--- config.mk ---
export PLATFORM = sky130hd
export DESIGN_NAME = sa_top_ram_core
export DESIGN_NICKNAME = d
export VERILOG_FILES = /design/src/rtl/sa_top_ram_core.sv
export SDC_FILE = /design/constraint.sdc
export NUM_CORES = 2
export LEC_CHECK = 0
export BUFFER_PORTS_ARGS = -buffer_cell sky130_fd_sc_hd__buf_2
export CAP_MARGIN = 20
export CORE_MARGIN = 5
export CORE_UTILIZATION = 30
export DETAILED_ROUTE_END_ITERATION = 6
export PLACE_DENSITY = 0.57
export SLEW_MARGIN = 0
export SYNTH_ARGS = -nofsm -noshare
export SYNTH_HDL_FRONTEND = slang
export SYNTH_SLANG_ARGS = --single-unit
--- constraint.sdc ---
create_clock -name clk -period 13.15 [get_ports clk]
set_clock_uncertainty 0.2 [all_clocks]
set_input_delay 0.6575 -clock clk [delete_from_list [all_inputs] [get_ports clk]]
set_output_delay 0.6575 -clock clk [all_outputs]
set_load 0.02 [all_outputs]
--- src/rtl/sa_top_ram_core.sv ---
// sa_top_ram_core: AXI-Lite controlled matrix-multiply engine with RAM-style memory ports.
//   Y[r][c] = A[r][c] + sum_k K[k][r] * X[k][c] over an R x C output tile.
//   Optional feature macro SA_TOP_RAM_BIAS_EN: when defined, A is fetched on mm2s_2 and
//   seeds the accumulator; otherwise mm2s_2 is idle and the accumulator starts at zero.
// Ports:
//   clk, rst            single clock, synchronous active-high reset
//   s_axil_*            AXI4-Lite slave: 8 x 32-bit registers at AXIL_BASE_ADDR
//   mm2s_0/1/2_*        read ports for K / X / A (word address, data returns one cycle later)
//   s2mm_*              write port for Y (one wen pulse per output element)
// Registers: 0 CTRL/STATUS (bit0 START w1, bit1 BUSY ro, bit2 DONE sticky), 1 K base,
//   2 X base, 3 A base, 4 Y base, 5 KD depth, 6..7 scratch.
module sa_top_ram_core #(
  parameter int unsigned R               = 4,
  parameter int unsigned C               = 4,
  parameter int unsigned WK              = 8,
  parameter int unsigned WX              = 8,
  parameter int unsigned WA              = 32,
  parameter int unsigned WY              = 32,
  parameter int unsigned AXI_WIDTH       = 32,
  parameter int unsigned AXI_ADDR_WIDTH  = 32,
  parameter int unsigned AXIL_WIDTH      = 32,
  parameter int unsigned AXIL_ADDR_WIDTH = 32,
  parameter int unsigned STRB_WIDTH      = 4,
  parameter logic [AXIL_ADDR_WIDTH-1:0] AXIL_BASE_ADDR = 32'hA000_0000,
  localparam int unsigned LSB = $clog2(AXI_WIDTH) - 3,
  localparam int unsigned MAW = AXI_ADDR_WIDTH - LSB
) (
  input  logic                       clk,
  input  logic                       rst,
  input  logic [AXIL_ADDR_WIDTH-1:0] s_axil_awaddr,
  input  logic [2:0]                 s_axil_awprot,
  input  logic                       s_axil_awvalid,
  output logic                       s_axil_awready,
  input  logic [AXIL_WIDTH-1:0]      s_axil_wdata,
  input  logic [STRB_WIDTH-1:0]      s_axil_wstrb,
  input  logic                       s_axil_wvalid,
  output logic                       s_axil_wready,
  output logic [1:0]                 s_axil_bresp,
  output logic                       s_axil_bvalid,
  input  logic                       s_axil_bready,
  input  logic [AXIL_ADDR_WIDTH-1:0] s_axil_araddr,
  input  logic [2:0]                 s_axil_arprot,
  input  logic                       s_axil_arvalid,
  output logic                       s_axil_arready,
  output logic [AXIL_WIDTH-1:0]      s_axil_rdata,
  output logic [1:0]                 s_axil_rresp,
  output logic                       s_axil_rvalid,
  input  logic                       s_axil_rready,
  output logic                       mm2s_0_ren,
  output logic [MAW-1:0]             mm2s_0_addr,
  input  logic [AXI_WIDTH-1:0]       mm2s_0_data,
  output logic                       mm2s_1_ren,
  output logic [MAW-1:0]             mm2s_1_addr,
  input  logic [AXI_WIDTH-1:0]       mm2s_1_data,
  output logic                       mm2s_2_ren,
  output logic [MAW-1:0]             mm2s_2_addr,
  input  logic [AXI_WIDTH-1:0]       mm2s_2_data,
  output logic                       s2mm_wen,
  output logic [MAW-1:0]             s2mm_addr,
  output logic [AXI_WIDTH-1:0]       s2mm_data,
  output logic [AXI_WIDTH/8-1:0]     s2mm_strb
);

  localparam int unsigned NREG = 8;
  localparam logic [1:0] RespOkay   = 2'b00;
  localparam logic [1:0] RespSlverr = 2'b10;

  typedef enum logic [2:0] {StIdle, StLoadA, StMac, StDrain, StWrite} state_e;

  // ---------------------------------------------------------------- AXI-Lite
  logic                       awready_q, bvalid_q, arready_q, rvalid_q;
  logic [1:0]                 bresp_q, rresp_q;
  logic [AXIL_WIDTH-1:0]      rdata_q, rd_val, status;
  logic [AXIL_WIDTH-1:0]      cfg_q [NREG];
  logic [AXIL_ADDR_WIDTH-1:0] wr_off, rd_off;
  logic                       wr_in_range, rd_in_range, wr_commit, rd_commit;
  logic [2:0]                 wr_idx, rd_idx;

  // Subtraction wraps addresses below the base to huge offsets, so one range test suffices.
  assign wr_off      = s_axil_awaddr - AXIL_BASE_ADDR;
  assign rd_off      = s_axil_araddr - AXIL_BASE_ADDR;
  assign wr_in_range = (wr_off[AXIL_ADDR_WIDTH-1:5] == '0);
  assign rd_in_range = (rd_off[AXIL_ADDR_WIDTH-1:5] == '0);
  assign wr_idx      = wr_off[4:2];
  assign rd_idx      = rd_off[4:2];
  assign wr_commit   = awready_q & s_axil_awvalid & s_axil_wvalid;
  assign rd_commit   = arready_q & s_axil_arvalid;

  assign s_axil_awready = awready_q;
  assign s_axil_wready  = awready_q;
  assign s_axil_bvalid  = bvalid_q;
  assign s_axil_bresp   = bresp_q;
  assign s_axil_arready = arready_q;
  assign s_axil_rvalid  = rvalid_q;
  assign s_axil_rdata   = rdata_q;
  assign s_axil_rresp   = rresp_q;

  // ---------------------------------------------------------------- engine state
  state_e               state_q, state_d, first_st;
  logic [31:0]          r_q, r_d, c_q, c_d, k_q, k_d, kd_q, elem;
  logic [WA-1:0]        acc_q, acc_d;
  logic                 done_q, done_d, p_pend_q, busy, start, last_elem;
  logic                 ren01, ren2, wen;
  logic [MAW-1:0]       kb_q, xb_q, yb_q;

  assign busy   = (state_q != StIdle);
  assign status = AXIL_WIDTH'({done_q, busy, 1'b0});
  assign start  = wr_commit & wr_in_range & (wr_idx == 3'd0) & s_axil_wstrb[0] &
                  s_axil_wdata[0] & ~busy;

  always_comb begin
    rd_val = '0;
    if (rd_in_range) begin
      if (rd_idx == 3'd0) rd_val = status;
      else                rd_val = cfg_q[rd_idx];
    end
  end

  always_ff @(posedge clk) begin
    if (rst) begin
      awready_q <= 1'b0;
      bvalid_q  <= 1'b0;
      bresp_q   <= RespOkay;
      arready_q <= 1'b0;
      rvalid_q  <= 1'b0;
      rresp_q   <= RespOkay;
      rdata_q   <= '0;
      for (int i = 0; i < NREG; i++) cfg_q[i] <= '0;
    end else begin
      awready_q <= s_axil_awvalid & s_axil_wvalid & ~awready_q & ~bvalid_q;
      if (wr_commit) begin
        bvalid_q <= 1'b1;
        bresp_q  <= wr_in_range ? RespOkay : RespSlverr;
      end else if (s_axil_bready) begin
        bvalid_q <= 1'b0;
      end
      // cfg[0] has no storage of its own: START is a pulse and DONE lives in done_q.
      for (int i = 1; i < NREG; i++) begin
        if (wr_commit && wr_in_range && wr_idx == 3'(i)) begin
          for (int b = 0; b < STRB_WIDTH; b++) begin
            if (s_axil_wstrb[b]) cfg_q[i][8*b +: 8] <= s_axil_wdata[8*b +: 8];
          end
        end
      end
      arready_q <= s_axil_arvalid & ~arready_q & ~rvalid_q;
      if (rd_commit) begin
        rvalid_q <= 1'b1;
        rdata_q  <= rd_val;
        rresp_q  <= rd_in_range ? RespOkay : RespSlverr;
      end else if (s_axil_rready) begin
        rvalid_q <= 1'b0;
      end
    end
  end

  // ---------------------------------------------------------------- datapath
  logic signed [WK-1:0]    k_el;
  logic signed [WX-1:0]    x_el;
  logic signed [WK+WX-1:0] prod;
  logic signed [WA-1:0]    prod_ext;
  logic signed [WY-1:0]    y_s;

  assign k_el     = mm2s_0_data[WK-1:0];
  assign x_el     = mm2s_1_data[WX-1:0];
  assign prod     = k_el * x_el;
  assign prod_ext = WA'(prod);
  assign y_s      = acc_q[WY-1:0];
  assign elem     = r_q * C + c_q;
  assign last_elem = (r_q == R - 1) && (c_q == C - 1);

`ifdef SA_TOP_RAM_BIAS_EN
  logic                 a_pend_q;
  logic [MAW-1:0]       ab_q;
  logic signed [WA-1:0] a_ext;
  assign a_ext = WA'($signed(mm2s_2_data));
  always_comb first_st = StLoadA;
`else
  // Without bias a zero-depth run has nothing to read, so go straight to DRAIN.
  always_comb begin
    if (state_q == StIdle) first_st = (cfg_q[5] == '0) ? StDrain : StMac;
    else                   first_st = (kd_q == '0) ? StDrain : StMac;
  end
`endif

  always_comb begin
    state_d = state_q;
    r_d     = r_q;
    c_d     = c_q;
    k_d     = k_q;
    acc_d   = acc_q;
    done_d  = done_q;
    ren01   = 1'b0;
    ren2    = 1'b0;
    wen     = 1'b0;
    // Read data lands one cycle after its enable; fold it in on that cycle.
`ifdef SA_TOP_RAM_BIAS_EN
    if (a_pend_q)      acc_d = a_ext;
    else if (p_pend_q) acc_d = acc_q + prod_ext;
`else
    if (p_pend_q)      acc_d = acc_q + prod_ext;
`endif
    unique case (state_q)
      StIdle: begin
        acc_d = '0;
        if (start) begin
          done_d  = 1'b0;
          r_d     = '0;
          c_d     = '0;
          k_d     = '0;
          state_d = first_st;
        end
      end
      StLoadA: begin
        ren2    = 1'b1;
        state_d = (kd_q == '0) ? StDrain : StMac;
      end
      StMac: begin
        ren01 = 1'b1;
        if (k_q == kd_q - 1) state_d = StDrain;
        else                 k_d = k_q + 1;
      end
      StDrain: state_d = StWrite;
      StWrite: begin
        wen   = 1'b1;
        acc_d = '0;
        k_d   = '0;
        if (last_elem) begin
          done_d  = 1'b1;
          state_d = StIdle;
        end else begin
          if (c_q == C - 1) begin
            c_d = '0;
            r_d = r_q + 1;
          end else begin
            c_d = c_q + 1;
          end
          state_d = first_st;
        end
      end
      default: state_d = StIdle;
    endcase
  end

  always_ff @(posedge clk) begin
    if (rst) begin
      state_q  <= StIdle;
      r_q      <= '0;
      c_q      <= '0;
      k_q      <= '0;
      acc_q    <= '0;
      done_q   <= 1'b0;
      p_pend_q <= 1'b0;
      kd_q     <= '0;
      kb_q     <= '0;
      xb_q     <= '0;
      yb_q     <= '0;
    end else begin
      state_q  <= state_d;
      r_q      <= r_d;
      c_q      <= c_d;
      k_q      <= k_d;
      acc_q    <= acc_d;
      done_q   <= done_d;
      p_pend_q <= (state_q == StMac);
      // Snapshot the run configuration so firmware writes during a run affect only the next.
      if (start) begin
        kb_q <= cfg_q[1][AXI_ADDR_WIDTH-1:LSB];
        xb_q <= cfg_q[2][AXI_ADDR_WIDTH-1:LSB];
        yb_q <= cfg_q[4][AXI_ADDR_WIDTH-1:LSB];
        kd_q <= cfg_q[5];
      end
    end
  end

`ifdef SA_TOP_RAM_BIAS_EN
  always_ff @(posedge clk) begin
    if (rst) begin
      a_pend_q <= 1'b0;
      ab_q     <= '0;
    end else begin
      a_pend_q <= (state_q == StLoadA);
      if (start) ab_q <= cfg_q[3][AXI_ADDR_WIDTH-1:LSB];
    end
  end
  assign mm2s_2_ren  = ren2;
  assign mm2s_2_addr = ren2 ? ab_q + MAW'(elem) : '0;
`else
  assign mm2s_2_ren  = 1'b0;
  assign mm2s_2_addr = '0;
`endif

  assign mm2s_0_ren  = ren01;
  assign mm2s_1_ren  = ren01;
  assign mm2s_0_addr = ren01 ? kb_q + MAW'(k_q * R + r_q) : '0;
  assign mm2s_1_addr = ren01 ? xb_q + MAW'(k_q * C + c_q) : '0;
  assign s2mm_wen    = wen;
  assign s2mm_addr   = wen ? yb_q + MAW'(elem) : '0;
  assign s2mm_data   = wen ? AXI_WIDTH'(y_s) : '0;
  assign s2mm_strb   = '1;

  // Bits that are intentionally ignored (prot, high data bits, low address bits).
  logic unused_ok;
  assign unused_ok = ^{s_axil_awprot, s_axil_arprot, mm2s_0_data, mm2s_1_data, mm2s_2_data,
                       wr_off[1:0], rd_off[1:0], cfg_q[1], cfg_q[2], cfg_q[3], cfg_q[4],
                       acc_q, ren2};

endmodule

==> results.tsv <==
metric	value	unit
outcome	finished clean	
crit-path max cell delay	0.54	ns
cell with the most instances after synthesis	nor2_1	
DIE WIDTH	342	microns
initial core utilization	30.3	%
Post-Syn Instances	3559	
Syn Area/Cell	9.28	sq um
register area share after synthesis	38.1	%
post-DR wirelength/cell	19.3	microns
met1 Resource Use GR	24.9	%
Die H	342	microns
GRT busiest layer	met2	
grt met2 use	26.0	%
crit path DAT	7.25	ns
Vias/cell	5.01	
fmax	144	MHz
port bufs	282	
# placed instances	5196	
number of global-route vias before repair	25500	
drt initial violations	2346	
Hold-fix buffers, CTS	0	
CP max FO	18	
first-pass GRT wire length	155000	microns
Final Slew Violations	0	
final hold viol count	0	
CP Capture Type	flop	
CTS tree	yes	
post-CTS setup buffer count	0	
layout cells sized above 1	13.4	%
ys flop type	dfxtp_1	
antenna violations before repair	19	
Total Routing Usage GR	17.0	%
buffer levels on the longest clock path	3	
Final Wtd Congestion	0.903	
Worst-Margin Slew	1.05	ns
ANT nets after route	0	
FF+latch count, synth	517	
CTS Buf Count	56	
clock slew at reported path FFs	0.06	ns
die area	117000	sq um
# rows	121	
pin count of the biggest net entering global routing	151	
Req. time, crit path	13.47	ns
crit path launch type	primary input	
detailed placement HPWL	80200	microns
# resized after CTS	0	
Root Driver	clkbuf_16	
Setup violations, final	0	
Area contributors post-synth	edfxtp_1 (20%), dfxtp_1 (18%), fa_1 (8.5%)	
Yosys top cell by area	edfxtp_1	
total gr overflow	0	
CTS sink count	517	
DR DRC count	0	
hold crit path type	in2reg	
area delta synth->final	14.3	%
Netlist cell types	86	
maxcap violations	0	
nets@finish	4284	
slowest cell on the critical path	fa_1	
VDD IR max	168	uV
H-tree levels	2	
static leakage	15.6	nW
clk_lat worst skew	0.66	ns
floorplan core area	109000	sq um
unrepaired setup endpoints after global routing	no	
critical path class	in2reg	
warning count from the yosys run	0	
Slew headroom	28.4	%
I/O pin cnt	410	
DRT Pass-1 Iters	6	
Synth Cell Area	33000	sq um
EDFF count, synth	224	
synth cell count leaders	nor2_1 (452), nand2_1 (435), dfxtp_1 (293)	
Non-Filler Instances	5311	
crit share post-route	52.7	%
fin crit period	6.93	ns
PD cells	124	nW/um^2
Synth top area share	20.4	%
DR vias	26600	
met3 global-route usage	2.71	%
drt total wl	103000	microns
Post-synth ARST share	0	%
final setup TNS	0	ns
[final cells by class]
type                            instances  area (sq um)
Tap cell                             1476          1850
Fill cell                           11300         71400
Inverter                              173           649
Antenna cell                           12          30.0
Timing Repair Buffer                  312          1680
Multi-Input combinational cell       2719         19100
Sequential cell                       517         12600
Clock buffer                           78          1580
Clock inverter                         24           289
[power by group]
part	switching (W)	leakage, nW	internal (W)
Combinational	0.000812	10.1	0.000556
Clock	0.000695	0.909	0.000907
Sequential	0.0000186	4.59	0.00171
[metrics by stage]
step	instance area [sq um]	util [%]	setup WS (ns)	total power (W)	hold WS, ns
detailed placement	35800	32.8	5.59	0.00312	0.232
finish	37800	34.6	6.22	0.00470	0.0656
global placement	35800	32.8	5.54	0.00311	0.239
CTS	37700	34.5	6.24	0.00474	0.0216
floorplan	33200	-	5.84	0.00282	0.232
global route	37700	34.6	5.66	0.00499	0.0494
[placed cells by master, fill, tap and decap left out, drive strengths merged, types with 23 or more instances in the layout]
master and n:
nand3 64, xnor2 108, mux4 33, and2 53, or3 30, conb 37, buf 311, a21o 60
and3 70, mux2 32, dfxtp 293, edfxtp 224, o21ai 110, a21oi 228, xor2 111, a22oi 63
fa 140, nor4 54, inv 175, nor2b 29, nor2 452, nand2b 78, ha 156, nand2 435
nor3 66, mux2i 23, nand4 39, clkbuf 79
[registers in the layout, indices dropped and copies added, names as in the netlist]
register / cells
s_axil_rdata: 32
yb_q: 30
kb_q: 30
c_q: 32
state_q: 3
s_axil_arready: 1
xb_q: 30
done_q: 1
s_axil_bresp: 1
kd_q: 32
s_axil_rvalid: 1
s_axil_bvalid: 1
cfg_q: 224
s_axil_rresp: 1
s_axil_awready: 1
acc_q: 32
p_pend_q: 1
r_q: 32
k_q: 32
[critical path: cells and delay by family]
kind	cells	cell delay (ns)
buffers and inverters	6	0.64
and+or+nand+nor	6	0.73
AOI/OAI and AO/OA	11	2.36
xor gates and xnor gates	1	0.15
adders and majority gates	6	2.70
[final timing paths]
path / from / end / slack (ns) / cells after the start
worst min register to register: s_axil_bvalid / s_axil_awready / 0.25 / 1
worst max register to register: s_axil_awready / r_q[25] / 8.79 / 10
worst min-delay path: s_axil_awvalid / s_axil_awready / 0.07 / 3
worst max-delay path: mm2s_1_data[2] / acc_q[27] / 6.22 / 30
[cell families after synthesis]
family                   after synthesis  synth area share, %
multiplexers                          88                 4.04
AND/OR/NAND/NOR                     1449                 21.0
buffers and inverters                358                 4.57
other                                  2               0.0227
flip-flops                           517                 38.1
AO/OA/AOI/OAI                        630                 12.1
adder cells (fa/ha/maj)              296                 14.4
XOR/XNOR                             219                 5.81
[layer usage]
metal / vias to the layer above / part of all wire [%]
li1: 12900 / -
met1: 12800 / 47
met2: 747 / 43
met3: 143 / 6.3
met4: 12 / 3.1
met5: - / 0.078
Note: power is estimated with default switching activity, not from simulation.
